===== src/rtl/samp_ram_arb.sv =====
`default_nettype none
// ============================================================================
//  Module      : samp_ram_arb
//  Description : Single-port sample RAM arbiter between the command parser
//                (host read/write) and the sample generator (playback reads).
//                The generator has priority. A starvation counter guarantees
//                that a pending command is eventually granted. Read data is
//                routed back to the requester that issued the read, using a
//                tag pipeline whose depth matches the RAM latency.
//  Ports       : clk_rx / rst_clk_rx_n     - clock, async active-low reset
//                cmd_*                     - command requester (rd/wr)
//                gen_*                     - generator requester (rd only)
//                ram_*                     - registered RAM port, ram_dout in
//  Revision    : 1.0 - initial release
// ============================================================================
module samp_ram_arb #(
   parameter int ADDR_W     = 10,
   parameter int DATA_W     = 16,
   parameter int RAM_LAT    = 1,
   parameter int STARVE_MAX = 4
) (
   input  logic              clk_rx,
   input  logic              rst_clk_rx_n,
   input  logic              cmd_req,
   input  logic              cmd_we,
   input  logic [ADDR_W-1:0] cmd_addr,
   input  logic [DATA_W-1:0] cmd_wdata,
   output logic              cmd_ack,
   output logic              cmd_rvalid,
   output logic [DATA_W-1:0] cmd_rdata,
   input  logic              gen_req,
   input  logic [ADDR_W-1:0] gen_addr,
   output logic              gen_ack,
   output logic              gen_rvalid,
   output logic [DATA_W-1:0] gen_rdata,
   output logic              gen_stall,
   output logic              ram_en,
   output logic              ram_we,
   output logic [ADDR_W-1:0] ram_addr,
   output logic [DATA_W-1:0] ram_din,
   input  logic [DATA_W-1:0] ram_dout
);

   localparam int              CNT_W        = 4;
   localparam int              TAG_D        = RAM_LAT + 1;
   localparam logic [CNT_W-1:0] STARVE_LIMIT = CNT_W'(STARVE_MAX);

   logic [CNT_W-1:0]  starve_cnt_q, starve_cnt_d;
   logic [TAG_D-1:0]  tag_vld_q,    tag_vld_d;
   logic [TAG_D-1:0]  tag_gen_q,    tag_gen_d;
   logic              ram_en_q,     ram_en_d;
   logic              ram_we_q,     ram_we_d;
   logic [ADDR_W-1:0] ram_addr_q,   ram_addr_d;
   logic [DATA_W-1:0] ram_din_q,    ram_din_d;
   logic              cmd_rvalid_q, cmd_rvalid_d;
   logic [DATA_W-1:0] cmd_rdata_q,  cmd_rdata_d;
   logic              gen_rvalid_q, gen_rvalid_d;
   logic [DATA_W-1:0] gen_rdata_q,  gen_rdata_d;
   logic              gen_stall_q,  gen_stall_d;

   logic              cmd_forced;
   logic              rd_issue;

   // Grant: generator wins unless the command has been passed over
   // STARVE_MAX times in a row while waiting.
   always_comb begin
      cmd_forced = cmd_req && (starve_cnt_q == STARVE_LIMIT);
      gen_ack    = gen_req && !cmd_forced;
      cmd_ack    = cmd_req && !gen_ack;
   end

   always_comb begin
      starve_cnt_d = starve_cnt_q;
      if (cmd_ack) begin
         starve_cnt_d = '0;
      end else if (gen_ack && cmd_req && (starve_cnt_q != STARVE_LIMIT)) begin
         starve_cnt_d = starve_cnt_q + CNT_W'(1);
      end

      // RAM port: address/data hold when nothing is granted. A generator
      // grant has no write data, so ram_din keeps its previous value.
      ram_en_d   = cmd_ack || gen_ack;
      ram_we_d   = cmd_ack && cmd_we;
      ram_addr_d = ram_addr_q;
      ram_din_d  = ram_din_q;
      if (cmd_ack) begin
         ram_addr_d = cmd_addr;
         ram_din_d  = cmd_wdata;
      end else if (gen_ack) begin
         ram_addr_d = gen_addr;
      end

      // Tag stage 0 lines up with ram_en; the top stage lines up with valid
      // ram_dout, which is captured into the owner's output register.
      rd_issue  = gen_ack || (cmd_ack && !cmd_we);
      tag_vld_d = {tag_vld_q[TAG_D-2:0], rd_issue};
      tag_gen_d = {tag_gen_q[TAG_D-2:0], gen_ack};

      cmd_rvalid_d = 1'b0;
      gen_rvalid_d = 1'b0;
      cmd_rdata_d  = cmd_rdata_q;
      gen_rdata_d  = gen_rdata_q;
      if (tag_vld_q[TAG_D-1]) begin
         if (tag_gen_q[TAG_D-1]) begin
            gen_rvalid_d = 1'b1;
            gen_rdata_d  = ram_dout;
         end else begin
            cmd_rvalid_d = 1'b1;
            cmd_rdata_d  = ram_dout;
         end
      end

      gen_stall_d = gen_req && !gen_ack;
   end

   always_ff @(posedge clk_rx or negedge rst_clk_rx_n) begin
      if (!rst_clk_rx_n) begin
         starve_cnt_q <= '0;
         tag_vld_q    <= '0;
         tag_gen_q    <= '0;
         ram_en_q     <= 1'b0;
         ram_we_q     <= 1'b0;
         ram_addr_q   <= '0;
         ram_din_q    <= '0;
         cmd_rvalid_q <= 1'b0;
         cmd_rdata_q  <= '0;
         gen_rvalid_q <= 1'b0;
         gen_rdata_q  <= '0;
         gen_stall_q  <= 1'b0;
      end else begin
         starve_cnt_q <= starve_cnt_d;
         tag_vld_q    <= tag_vld_d;
         tag_gen_q    <= tag_gen_d;
         ram_en_q     <= ram_en_d;
         ram_we_q     <= ram_we_d;
         ram_addr_q   <= ram_addr_d;
         ram_din_q    <= ram_din_d;
         cmd_rvalid_q <= cmd_rvalid_d;
         cmd_rdata_q  <= cmd_rdata_d;
         gen_rvalid_q <= gen_rvalid_d;
         gen_rdata_q  <= gen_rdata_d;
         gen_stall_q  <= gen_stall_d;
      end
   end

   assign ram_en     = ram_en_q;
   assign ram_we     = ram_we_q;
   assign ram_addr   = ram_addr_q;
   assign ram_din    = ram_din_q;
   assign cmd_rvalid = cmd_rvalid_q;
   assign cmd_rdata  = cmd_rdata_q;
   assign gen_rvalid = gen_rvalid_q;
   assign gen_rdata  = gen_rdata_q;
   assign gen_stall  = gen_stall_q;

endmodule
`default_nettype wire


===== config.mk =====
export PLATFORM = sky130hd
export DESIGN_NAME = samp_ram_arb
export DESIGN_NICKNAME = d
export VERILOG_FILES = /design/src/rtl/samp_ram_arb.sv
export SDC_FILE = /design/constraint.sdc
export NUM_CORES = 1
export LEC_CHECK = 0
export CORE_ASPECT_RATIO = 1.1
export CORE_MARGIN = 3
export CORE_UTILIZATION = 44
export CTS_BUF_LIST = sky130_fd_sc_hd__clkbuf_2
export CTS_CLUSTER_SIZE = 24
export DETAILED_ROUTE_END_ITERATION = 16
export PLACE_DENSITY = 0.82
export SKIP_LAST_GASP = 1
export SYNTH_ARGS = -nofsm -noshare
export SYNTH_HDL_FRONTEND = slang
export SYNTH_SLANG_ARGS = --single-unit

===== constraint.sdc =====
create_clock -name clk_rx -period 2.1 [get_ports clk_rx]
set_input_delay 0.21 -clock clk_rx [delete_from_list [all_inputs] [get_ports clk_rx]]
set_output_delay 0.21 -clock clk_rx [all_outputs]
set_load 0.03 [all_outputs]

## Yosys cells after proc, flatten, opt, wreduce, memory -nomap -nowiden

Index checks and enable logic that the tools add are counted.
W data, S select, Z words.

| word-level totals | value |
|---|---|
| register bits | 71 |
| input port bits | 57 |
| word-level logic and storage cells | 41 |

| operators by class | value |
|---|---|
| add/subtract/negate cells | 1 |
| equal/unequal tests | 2 |
| muxes and demuxes | 8 |
| bitwise logic cells | 1 |
| reductions and logical operators | 17 |

Operators with widths:

| cell | number |
|---|---|
| $mux W10 | 2 |
| $logic_and A1 B1 Y1 | 8 |
| $mux W4 | 2 |
| $add A4 B1 Y4 const B | 1 |
| $eq A4 B3 Y1 const B | 1 |
| $mux W1 | 4 |
| $ne A4 B3 Y1 const B | 1 |
| $reduce_and A2 Y1 | 2 |
| $reduce_bool A2 Y1 | 2 |
| $logic_not A1 Y1 | 3 |
| $logic_or A1 B1 Y1 | 2 |
| $not A1 Y1 | 1 |

## Longest topological paths before layout

| depth | value |
|---|---|
| word-level depth | 8 |
| gate-level depth with buffers | 6 |
| gate-level depth less buffers | 5 |

## Worst setup path after synthesis

OpenSTA, ideal clock, no wires.

| timing | value |
|---|---|
| kind | register to register |
| start | register starve_cnt_q[0] |
| end | register ram_din_q[10] (netlist: ram_din[10]) |
| library setup time | 0.125 ns |
| data arrival time | 1.422 ns |
| required time | 1.975 ns |
| setup slack | 0.553 ns |
| stages on the path, launching flop included | 7 |
| buffers on the path | 1 |
| path through | dfrtp_1 > inv_1 > ha_1 > nand4b_4 > o21ai_4 > buf_12 > mux2_4 |

| on the way | value |
|---|---|
| cells in the longest elaborated chain, start to end | 6 |

Ends and longest elaborated chain:

| item | RTL line | source |
|---|---|---|
| start, declared | 48 | `logic [CNT_W-1:0] starve_cnt_q, starve_cnt_d;` |
| start signal, assigned | 131 | `starve_cnt_q <= starve_cnt_d;` |
| $eq A4 B3 Y1 | 67 | `cmd_forced = cmd_req && (starve_cnt_q == STARVE_LIMIT);` |
| $logic_and A1 B1 Y1 | 67 |  |
| $logic_not A1 Y1 | 68 | `gen_ack = gen_req && !cmd_forced;` |
| $logic_and A1 B1 Y1 | 68 |  |
| $logic_not A1 Y1 | 69 | `cmd_ack = cmd_req && !gen_ack;` |
| $logic_and A1 B1 Y1 | 69 |  |
| net cmd_ack | 28 | `output logic cmd_ack,` |
| end signal, assigned | 137 | `ram_din_q <= ram_din_d;` |
| end, declared | 54 | `logic [DATA_W-1:0] ram_din_q, ram_din_d;` |

The timed path passes the listed nets, and every way through them passes these cells.
A chain may end at the register's enable or synchronous reset.

## Final worst setup path

| timing | value |
|---|---|
| start | register starve_cnt_q[1] |
| end | output gen_ack |

| on the way | value |
|---|---|
| cells in the longest elaborated chain, start to end | 4 |

Ends and longest elaborated chain:

| item | RTL line | source |
|---|---|---|
| $eq A4 B3 Y1 | 67 |  |
| $logic_and A1 B1 Y1 | 67 |  |
| $logic_not A1 Y1 | 68 |  |
| $logic_and A1 B1 Y1 | 68 |  |
| end, declared | 33 | `output logic gen_ack,` |

Every way passes these cells.

==> out/metrics.yaml <==
outcome: "finished, final reports clean"
p_seq_frac: 0.417
drive_gt1_frac: 0.331
p_switching_mw: 1.27
crit_buf_inv: 3
worstSetupPathType: "reg2out"
path_clk_slew_ns: 0.20
clock_sinks: 71
grt_pass1_wl_mm: 9.86
finalSetupViolCount: 0
gp_congestion: 0.699
drt_first_pass_iters: 3
power.density_nw_per_um2: 924
final_core_util: 0.701
cts_tree: "done"
power.share.clock: 0.252
gr-usage-all-layers: 0.177
design_area_um2: 4370
post-route-min-period_ns: 1.98
synth.distinct_cells: 24
clock_latency_ns: 0.52
die_h_um: 90.2
placed_cells: 375
crit_fanout: 6
critical_path.most_common_cell: "inv_1"
synth_seq_cells: 71
vias_per_cell: 4.88
holdWs_ns: 0.220
port_buffers: 121
p_int_mw: 2.76
end_kind: "output pin"
wl_per_cell_um: 16.0
p_total_mw: 4.04
slowest_stage: "dfrtp_1"
design.die.area_um2: 7450
grt_start_max_net_pins: 72
slew_headroom: 0.705
combPwrFrac: 0.331
cap_viol_max_count: 0
ios: 122
yosysWarnings: 0
min_period_over_period: 0.943
cts_max_path_buffers: 2
critical_path.max_stage_delay_ns: 0.43
fill_cells: 469
worst_ir_drop_vdd_v: 0.000473
final_hold_viol_count: 0
die_w_um: 82.6
place_ws_ns: 0.113
mappedNetlistArea_um2: 2840
ys_seq_area_frac: 0.626
synthCells: 176
clock_skew_ns: 0.0283
fmax_ghz: 0.505
place_area_um2: 4120
antenna_left: 0
finalSetupTns_ns: 0
hpwlAfterDp_mm: 4.55
syn_to_final_growth_pct: 53.9
slew_violations: 0
cts_buffers: 9
ctsHtreeMaxLevel: 3
grt.overflow.total: 0
synth.net_count: 235
drc: 0
via_count: 1952
worstPathArrival_ns: 1.77
fin_nets: 374
worst-slew-pin-transition_ns: 0.441
path_delay_family: "flip-flops"
cp_cell_sequence: "inv_1, ha_2, nand4b_4, nand2_8, inv_1, buf_4"
p_leak_nw: 1.87
cp-start-kind: "flop"
hp-class: "in2async"
drt-initial-drc-count: 62
avgSynthCellArea_um2: 16.1
instances_no_fill: 400
initial_core_util: 0.456
core-area_um2: 6230
critPathRequiredTime_ns: 1.89
grt_pass1_vias: 2003
clockRootBuffer: "clkbuf_2"
antenna_cells: 0
finalWirelength_mm: 6.40
rows: 30
setup_slack_ns: 0.120
switching_share: 0.316
antenna_found_initial: 0
[routing by layer]
metal | up-vias | GRT usage | wire length, um
li1 | 911 | - | -
met1 | 955 | 0.209 | 2550
met2 | 77 | 0.288 | 3210
met3 | 9 | 0.0681 | 551
met4 | 0 | 0.0613 | 91
met5 | - | 0 | 0
[synth_stat cells (all sizes together)]
| master | instances | area (um^2) |
|---|---|---|
| a31oi | 1 | 6.26 |
| and2 | 1 | 6.26 |
| and3 | 1 | 6.26 |
| buf | 7 | 67.6 |
| dfrtp | 71 | 1780 |
| ha | 2 | 25.0 |
| inv | 8 | 32.5 |
| mux2 | 68 | 796 |
| nand2 | 4 | 17.5 |
| nand3b | 1 | 7.51 |
| nand4 | 2 | 12.5 |
| nand4b | 1 | 23.8 |
| nor2 | 1 | 3.75 |
| nor2b | 1 | 6.26 |
| o21ai | 5 | 36.3 |
| o22ai | 1 | 6.26 |
| o2bb2ai | 1 | 8.76 |
[kinds of logic after synthesis]
logic type,synth area share
and+or+nand+nor,0.0295
adders and majority gates,0.00881
buffers and inverters,0.0353
AOI/OAI and AO/OA,0.0203
muxes,0.280
DFF,0.626
[power groups by stage]
stage               sequential, mW  clock, mW  combinational, mW
detailed placement            1.71          0               1.32
global route                  1.71       1.11               1.41
finish                        1.68       1.02               1.34
CTS                           1.69       1.04               1.33
floorplan                     2.11          0              0.315
global placement              1.70          0               1.30
[cells in the final DEF (no fill, tap or decap)]
cell type / count
clkdlybuf4s50_1: 118
dfrtp_1: 71
mux2_2: 60
buf_4: 14
clkbuf_2: 11
mux2_4: 8
inv_1: 6
o21ai_0: 4
nand2_1: 3
bufinv_16: 3
nand4_1: 2
inv_2: 1
nand4b_4: 1
nand2_8: 1
inv_4: 1
o21ai_4: 1
nor2_1: 1
nor2b_1: 1
and2_1: 1
a31oi_1: 1
o22ai_1: 1
and3_1: 1
nand3b_1: 1
o2bb2ai_1: 1
ha_2: 1
ha_1: 1
clkinvlp_4: 1
clkinv_4: 1
dlygate4sd3_1: 1
buf_2: 1
buf_12: 1
[final timing paths]
check / from / to / cells past startpoint / slack, ns
min in group clk_rx: cmd_we / ram_we / 2 / 0.27
worst min register to register: tag_vld_q[0] / tag_vld_q[1] / 0 / 0.36
worst min-delay path: rst_clk_rx_n / gen_rdata[1] / 3 / 0.22
max in group asynchronous: rst_clk_rx_n / ram_din[3] / 3 / 1.56
worst max-delay path: starve_cnt_q[1] / gen_ack / 6 / 0.12
worst max register to register: starve_cnt_q[1] / ram_din[0] / 6 / 0.28
[area by class of cell]
type	instances	area (um^2)	area share
Clock inverter	5	106	0.0243
Tap cell	80	100	0.0229
Timing Repair Buffer	135	1320	0.302
Multi-Input combinational cell	90	978	0.224
Sequential cell	71	1780	0.407
Clock buffer	11	55.1	0.0126
Inverter	8	32.5	0.00744
[worst min-delay path: stages]
cell	delay [ns]
dlygate4sd3_1	0.53
buf_2	0.13
buf_12	0.32
[timing repair]
action | in CTS | in global routing
setup buffers | 1 | 7
endpoints found under the hold margin | 71 | 0
hold buffers | 1 | 0
pin swaps | 0 | 2
gates resized for setup | 1 | 3
setup endpoints to repair | 2 | 1
[flip-flops by register name (all words and copies together), names as in the netlist]
signal / flops
gen_rdata: 16
tag_gen_q: 2
ram_we: 1
gen_rvalid: 1
cmd_rdata: 16
cmd_rvalid: 1
ram_din: 16
starve_cnt_q: 4
ram_addr: 10
ram_en: 1
gen_stall: 1
tag_vld_q: 2
Note: power is estimated with default switching activity, not from simulation.
